--- src/rtl/pe_stream_ctrl.sv ---
// ---------------------------------------------------------------------------
// pe_stream_ctrl
//
// Streaming controller and datapath for one multiply-accumulate processing
// element. A rising edge on start (while idle) latches len and mode. The
// block then reads len packed words from BRAM port A, one per cycle, and
// writes results to BRAM port B.
//   mode 0 (elementwise): word k -> y_k + a_k*b_k, fitted to DATA_W and
//                         sign-extended, written to addrb = 4k.
//   mode 1 (dot product): acc = y_0 + sum(a_k*b_k), one write to addrb = 0.
// Word packing on douta: a = [DATA_W-1:0], b = [2*DATA_W-1:DATA_W],
//                        y = [3*DATA_W-1:2*DATA_W], all signed.
//
// Ports:
//   clk, rst         single clock, synchronous active-high reset
//   start            control level; a rising edge while idle starts a run
//   len, mode        run length and mode, sampled on the accepted edge
//   ready            high while idle
//   done             one-cycle pulse at the end of a run
//   clka..douta      BRAM port A, read-only use
//   clkb..doutb      BRAM port B, write-only use (doutb unused)
//
// Configuration macro: PE_SAT_EN
//   defined   -> elementwise results saturate to DATA_W signed limits and the
//                dot accumulator saturates at 32-bit signed limits
//   undefined -> both modes wrap
// ---------------------------------------------------------------------------
module pe_stream_ctrl #(
  parameter int DATA_W = 8,
  parameter int LEN_W  = 16
) (
  input  logic              clk,
  input  logic              rst,
  input  logic              start,
  input  logic [LEN_W-1:0]  len,
  input  logic              mode,
  output logic              ready,
  output logic              done,
  output logic              clka,
  output logic              rsta,
  output logic              ena,
  output logic [31:0]       addra,
  output logic [31:0]       dina,
  output logic [3:0]        wea,
  input  logic [31:0]       douta,
  output logic              clkb,
  output logic              rstb,
  output logic              enb,
  output logic [31:0]       addrb,
  output logic [31:0]       dinb,
  output logic [3:0]        web,
  input  logic [31:0]       doutb
);

  localparam int STAGES = 3;

`ifdef PE_SAT_EN
  localparam logic signed [31:0] EMAX = (32'sd1 <<< (DATA_W - 1)) - 32'sd1;
  localparam logic signed [31:0] EMIN = -EMAX - 32'sd1;
`endif

  typedef enum logic [1:0] {
    S_IDLE  = 2'd0,
    S_READ  = 2'd1,
    S_DRAIN = 2'd2,
    S_DONE  = 2'd3
  } state_t;

  state_t             r_state;
  state_t             w_state_nxt;
  logic               r_start_d;
  logic [LEN_W-1:0]   r_len;
  logic               r_mode;
  logic [LEN_W-1:0]   r_cnt;
  logic [1:0]         r_dcnt;
  logic               w_accept;
  logic [LEN_W-1:0]   w_len_m1;

  logic               r_vld_p0;
  logic [LEN_W-1:0]   r_idx_p0;
  logic               r_vld_p1;
  logic [LEN_W-1:0]   r_idx_p1;
  logic signed [DATA_W-1:0] r_a_p1;
  logic signed [DATA_W-1:0] r_b_p1;
  logic signed [DATA_W-1:0] r_y_p1;

  logic signed [2*DATA_W-1:0] w_prod;
  logic signed [31:0] w_prod_ext;
  logic signed [31:0] w_y_ext;
  logic signed [31:0] w_esum;
  logic signed [31:0] w_acc_base;
  logic [31:0]        w_acc_nxt;
  logic [31:0]        w_elem;
  logic               w_last;
  logic signed [31:0] r_acc;

  logic               r_enb;
  logic [3:0]         r_web;
  logic [31:0]        r_addrb;
  logic [31:0]        r_dinb;

  logic               w_unused_ok;

  // Fit an elementwise sum into DATA_W, returned sign-extended to 32 bits.
  function automatic logic [31:0] elem_fit(input logic signed [31:0] s);
`ifdef PE_SAT_EN
    if (s > EMAX)      return EMAX;
    else if (s < EMIN) return EMIN;
    else               return s;
`else
    return {{(32-DATA_W){s[DATA_W-1]}}, s[DATA_W-1:0]};
`endif
  endfunction

  // 32-bit accumulator add.
  function automatic logic [31:0] acc_add(input logic signed [31:0] x,
                                          input logic signed [31:0] y);
`ifdef PE_SAT_EN
    logic signed [32:0] s;
    s = {x[31], x} + {y[31], y};
    if (s[32] != s[31]) return s[32] ? 32'h8000_0000 : 32'h7FFF_FFFF;
    return s[31:0];
`else
    return x + y;
`endif
  endfunction

  assign clka  = clk;
  assign clkb  = clk;
  assign rsta  = rst;
  assign rstb  = rst;
  assign dina  = 32'd0;
  assign wea   = 4'd0;

  assign w_unused_ok = ^{doutb, douta};

  assign w_accept = (r_state == S_IDLE) && start && !r_start_d;
  assign w_len_m1 = r_len - LEN_W'(1);

  assign ready = (r_state == S_IDLE);
  assign done  = (r_state == S_DONE);
  assign ena   = (r_state == S_READ);
  assign addra = (r_state == S_READ) ? {{(30-LEN_W){1'b0}}, r_cnt, 2'b00} : 32'd0;

  assign enb   = r_enb;
  assign web   = r_web;
  assign addrb = r_addrb;
  assign dinb  = r_dinb;

  always_ff @(posedge clk) begin
    if (rst) r_state <= S_IDLE;
    else     r_state <= w_state_nxt;
  end

  always_comb begin
    w_state_nxt = r_state;
    case (r_state)
      S_IDLE:  if (w_accept) w_state_nxt = (len == '0) ? S_DONE : S_READ;
      S_READ:  if (r_cnt == w_len_m1) w_state_nxt = S_DRAIN;
      S_DRAIN: if (r_dcnt == 2'(STAGES - 1)) w_state_nxt = S_DONE;
      S_DONE:  w_state_nxt = S_IDLE;
      default: w_state_nxt = S_IDLE;
    endcase
  end

  // Run bookkeeping: start edge detect, latched run parameters, counters.
  always_ff @(posedge clk) begin
    if (rst) begin
      r_start_d <= 1'b0;
      r_len     <= '0;
      r_mode    <= 1'b0;
      r_cnt     <= '0;
      r_dcnt    <= '0;
    end else begin
      r_start_d <= start;
      if (w_accept) begin
        r_len  <= len;
        r_mode <= mode;
        r_cnt  <= '0;
      end
      if (r_state == S_READ) begin
        r_cnt  <= r_cnt + LEN_W'(1);
        r_dcnt <= '0;
      end
      if (r_state == S_DRAIN) r_dcnt <= r_dcnt + 2'd1;
    end
  end

  // p0: read issued this cycle, BRAM data appears on douta next cycle
  always_ff @(posedge clk) begin
    if (rst) r_vld_p0 <= 1'b0;
    else     r_vld_p0 <= (r_state == S_READ);
  end

  always_ff @(posedge clk) begin
    r_idx_p0 <= r_cnt;
  end

  // p1: input register stage holding the unpacked operands
  always_ff @(posedge clk) begin
    if (rst) r_vld_p1 <= 1'b0;
    else     r_vld_p1 <= r_vld_p0;
  end

  always_ff @(posedge clk) begin
    r_idx_p1 <= r_idx_p0;
    r_a_p1   <= douta[DATA_W-1:0];
    r_b_p1   <= douta[2*DATA_W-1:DATA_W];
    r_y_p1   <= douta[3*DATA_W-1:2*DATA_W];
  end

  // Combinational MAC between p1 and the output register stage
  assign w_prod     = r_a_p1 * r_b_p1;
  assign w_prod_ext = {{(32-2*DATA_W){w_prod[2*DATA_W-1]}}, w_prod};
  assign w_y_ext    = {{(32-DATA_W){r_y_p1[DATA_W-1]}}, r_y_p1};
  assign w_esum     = w_y_ext + w_prod_ext;
  assign w_elem     = elem_fit(w_esum);
  // Word 0 seeds the accumulator with its y field; later y fields are ignored.
  assign w_acc_base = (r_idx_p1 == '0) ? w_y_ext : r_acc;
  assign w_acc_nxt  = acc_add(w_acc_base, w_prod_ext);
  assign w_last     = (r_idx_p1 == w_len_m1);

  // p2: output register stage driving BRAM port B
  always_ff @(posedge clk) begin
    if (rst) begin
      r_enb   <= 1'b0;
      r_web   <= 4'd0;
      r_addrb <= 32'd0;
      r_dinb  <= 32'd0;
      r_acc   <= 32'sd0;
    end else begin
      r_enb <= 1'b0;
      r_web <= 4'd0;
      if (w_accept) r_acc <= 32'sd0;
      if (r_vld_p1) begin
        if (!r_mode) begin
          r_enb   <= 1'b1;
          r_web   <= 4'hF;
          r_addrb <= {{(30-LEN_W){1'b0}}, r_idx_p1, 2'b00};
          r_dinb  <= w_elem;
        end else begin
          r_acc <= w_acc_nxt;
          if (w_last) begin
            r_enb   <= 1'b1;
            r_web   <= 4'hF;
            r_addrb <= 32'd0;
            r_dinb  <= w_acc_nxt;
          end
        end
      end
    end
  end

endmodule

--- config.mk ---
export PLATFORM = sky130hd
export DESIGN_NAME = pe_stream_ctrl
export DESIGN_NICKNAME = d
export VERILOG_FILES = /design/src/rtl/pe_stream_ctrl.sv
export SDC_FILE = /design/constraint.sdc
export NUM_CORES = 1
export LEC_CHECK = 0
export BUFFER_PORTS_ARGS = -buffer_cell sky130_fd_sc_hd__buf_2
export CAP_MARGIN = 20
export CORE_MARGIN = 3
export CORE_UTILIZATION = 50
export CTS_BUF_LIST = sky130_fd_sc_hd__clkbuf_2 sky130_fd_sc_hd__clkbuf_4 sky130_fd_sc_hd__clkbuf_8
export CTS_CLUSTER_DIAMETER = 50
export DETAILED_ROUTE_END_ITERATION = 6
export PLACE_DENSITY = 0.77
export SYNTH_ARGS = -nofsm -noshare
export SYNTH_HDL_FRONTEND = slang
export SYNTH_SLANG_ARGS = --single-unit
--- constraint.sdc ---
create_clock -name clk -period 8.4 [get_ports clk]
set_clock_uncertainty 0.15 [all_clocks]
set_input_delay 0.42 -clock clk [delete_from_list [all_inputs] [get_ports clk]]
set_output_delay 0.42 -clock clk [all_outputs]
set_load 0.01 [all_outputs]
* Word level (Yosys, flattened, before mapping)
Cells that the tools add are included.
** Word-level totals
- ROM bits :: 0
- Output and inout bits :: 144
- Logic and storage cells :: 68
- RAM bits :: 0
- Latch bits :: 0
- Memories :: 0
- Bits in registers :: 197
- Bits of input ports :: 84
** Cells by class
- Add/subtract/negate cells :: 5
- Div/mod/pow operators :: 0
- Reduce and logical (&&, ||, !) cells :: 11
- Mux-type cells :: 22
- Multiply operators :: 1
- Shift-type cells :: 0
- Bitwise gates (word level) :: 1
- Equality and inequality tests :: 10
- Magnitude comparators :: 0
** Operators by type and width (count)
- $mux 32 :: 8
- $add 32x16->32 :: 1
- $eq 16x16->1 :: 2
- $logic_not 16->1 :: 2
- $mux 16 :: 2
- $mux 18 :: 1
- $add 16x1->16 const B :: 1
- $mul 8x8->16 :: 1
- $sub 16x1->16 const B :: 1
- $mux 2 :: 6
- $add 8x8->8 :: 1
- $mux 4 :: 2
- $pmux 2 s4 :: 1
- $eq 2x2->1 const B :: 3
- $ne 2x1->1 const B :: 3
- $reduce_bool 2->1 :: 2
- $reduce_and 3->1 :: 1
- $add 2x1->2 const B :: 1
- $eq 2x1->1 const B :: 1
- $logic_and 1x1->1 :: 2
- $logic_not 2->1 :: 1
- $mux 1 :: 2
- $ne 2x2->1 const B :: 1
- $reduce_and 2->1 :: 1
- other kinds (3) :: 3

* Longest topological paths before layout
- Word-level depth :: 6
- Gate-level depth with buffers :: 31
- Gate-level depth less buffers :: 31

==> run_results.csv <==
group,metric,value,unit
logic_synthesis,ys.flop_type,"dfxtp_1",
logic_synthesis,synth.avg_cell_area,8.66,um^2
power,p_per_area,426,nW/um^2
job,maxCapViolCount,0,
grt,grt_pass1_vias,9471,
logic_synthesis,syn_area,11900,um^2
route,route.vias.total,9836,
layout,fin_util,0.577,
layout,areaGrowthSynthToFinish,11.6,%
sta,setup_viol,0,
power,p_leak,6.02,nW
logic_synthesis,synth_edf_count,0,
logic_synthesis,synth_most_common_cell,"dfxtp_1",
sta,hold_viol,0,
grt,grt_pass1_wl,46600,um
critical_path,cp-end-kind,"flop",
logic_synthesis,netlist.area_leader.share,0.297,
route,drt_iter0_drc,782,
sta,slew_viol_final,0,
place,dpl_cell_area,12400,um^2
sta,tightest_slew,0.932,ns
layout,n_antenna_cell,0,
layout,drive_gt1_frac,0.131,
sta,holdWs,0.0704,ns
layout,final_area,13300,um^2
place,dp_hpwl,21200,um
floorplan,io_pins,228,
critical_path,r2r_cells,24,
critical_path,timing.rr.start,"r_b_p1[7]$_DFF_P_",
layout,n_fill_cell,2072,
floorplan,coreArea,23100,um^2
route,drc_errors,0,
route,routed_via_density,5.36,
logic_synthesis,yosysWarnings,0,
logic_synthesis,yosys.area.top_type,"dfxtp_1",
place,dp.cells,1756,
logic_synthesis,synth.distinct_cells,76,
route,top_layer,"met4",
power,ir_drop,0.000392,V
grt,track_usage,0.220,
sta,relSlewSlack,0.377,
route,routed_wl,28600,um
place,io_buffers,119,
sta,fmax,0.134,GHz
sta,rsz0062_at_grt,"false",
logic_synthesis,synth_seq_area_share,0.297,
layout,layout.nets,1717,
route,dr.pass1.iters,5,
clocking,tritoncts,"yes",
floorplan,rows,55,
floorplan,die_w,160,um
place,routabilityCongestion,0.916,
floorplan,initial_core_util,0.517,
layout,layout.cells.non_filler,1834,
route,dr_wl_met3,1980,um
sta,post-route-min-period,7.46,ns
grt,antenna_found_initial,0,
logic_synthesis,ys_seq_elements,177,
grt,grt-ovfl-total,0,
logic_synthesis,synthCells,1376,
run_status,status,"complete, no violations",
sta,setup_slack,0.940,ns
sta,setup-tns-final,0,ns
logic_synthesis,async_reset_ff_frac,0,
clocking,clkLatencyLatePin,0.59,ns
floorplan,die_y,160,um
route,wl_met1,12900,um
critical_path,crit_start,"r_b_p1[7]$_DFF_P_",
critical_path,cp_data_required_time,8.75,ns
logic_synthesis,synthTopCellsByCount,"dfxtp_1, nor2_1, inv_1",
clocking,clkTransAtPathRegs,0.11,ns
critical_path,cp.arrival,7.81,ns
sta,final.period_utilization,0.888,
route,route.antenna.remaining_nets,0,
hold_path,hold_start,"rst",
critical_path,worstSetupStartpointType,"flop",
power,p_total,5.67,mW
critical_path,crit_type,"reg -> reg",
clocking,cts_setup_buffers,0,
hold_path,hp-class,"in -> reg",
place,place_ws,0.982,ns
hold_path,whs_path_depth,2,
route,wl_met2,13300,um
route,wl_per_cell,15.6,um
floorplan,dieArea,25700,um^2
critical_path,cp_max_fo,26,
grt,grt_max_degree,86,
logic_synthesis,ys_top_cells_by_area,"dfxtp_1, fa_1, ha_1, buf_4, xnor2_1",
placed cells by master, fill, tap and decap left out, types with 12 or more instances in the layout:
cell           synthesis  final
a211oi_1              12     12
a21o_1                32     32
a21oi_1               99     99
a22oi_1               26     26
and2_1                74     74
and3_1                12     12
buf_2                  6    118
clkbuf_8               0     21
conb_1                 1     68
dfxtp_1              177    177
dlygate4sd3_1          0     42
fa_1                  57     57
ha_1                  67     67
inv_1                106    106
nand2_1              100    100
nand3_1               16     16
nor2_1               116    115
nor2b_1               28     28
nor3_1                22     22
o21ai_0               44     44
xnor2_1               59     59
xor2_1                38     38
cells by family (layout without fill, tap and decap cells):
logic type | after synthesis | after routing | share of synthesized area
fa+ha+maj | 124 | 124 | 0.166
flops | 177 | 177 | 0.297
buf+inv | 235 | 313 | 0.0999
mux | 16 | 16 | 0.0145
simple gates | 430 | 430 | 0.184
compound gates | 296 | 296 | 0.167
other cells | 1 | 68 | 0.000315
xor+xnor | 97 | 97 | 0.0713
registers in the layout, summed over array words and instances (netlist names):
signal	cells
dinb	32
r_acc	32
addrb	16
r_cnt	16
r_idx_p0	16
r_idx_p1	16
r_len	16
r_a_p1	8
r_b_p1	8
r_y_p1	8
r_dcnt	2
r_state	2
r_mode	1
r_start_d	1
r_vld_p0	1
r_vld_p1	1
web	1
repair_timing:
action / CTS / global route
hold buffers: 42 / 0
endpoints found under the hold margin: 42 / 0
gates resized for setup: 0 / 0
power by group:
part	switching (mW)	total [mW]	leakage (nW)	internal (mW)
combinational	2.48	4.09	4.35	1.61
sequential	0.0509	0.938	1.44	0.887
clock	0.354	0.643	0.228	0.290
total	2.88	5.67	6.02	2.79
worst max-delay path, stage by stage (launching register included):
cell and delay, ns:
dfxtp_1 0.52, nor2b_1 0.24, fa_1 0.45, fa_1 0.53, fa_1 0.54, inv_1 0.05, fa_1 0.52, inv_1 0.04
ha_1 0.37, a2111oi_0 0.46, nor3_1 0.12, a21oi_1 0.24, o21a_1 0.32, nor2_4 0.12, inv_1 0.21, buf_4 0.32
ha_1 0.34, a21o_1 0.23, a21o_1 0.21, a21oi_1 0.14, nor2b_1 0.08, a311oi_4 0.36, mux2i_1 0.35, mux2_2 0.37
o21ai_0 0.07
routing by layer:
layer  vias up  track usage
met4         0       0.0584
met2       373        0.353
met3        38       0.0446
li1       4783            -
met1      4642        0.304
met5         -            0
cell type report:
class | instances | area (um^2) | area share
inverters | 106 | 398 | 0.0299
repair buffers | 170 | 1090 | 0.0823
well taps | 313 | 392 | 0.0294
multi-input cells | 1031 | 7440 | 0.559
clock inverters | 13 | 133 | 0.00997
clock buffers | 24 | 307 | 0.0230
flip-flops and latches | 177 | 3540 | 0.266
final timing paths:
| check | end | slack [ns] |
|---|---|---|
| hold reg to reg | r_idx_p1[5]$_DFF_P_ | 0.18 |
| setup / recovery | dinb[26]$_SDFFE_PP0P_ | 0.94 |
| setup reg to reg | dinb[26]$_SDFFE_PP0P_ | 0.94 |
| hold / removal | r_acc[9]$_SDFF_PP0_ | 0.07 |
No activity file was read; power rests on OpenSTA's default activity.
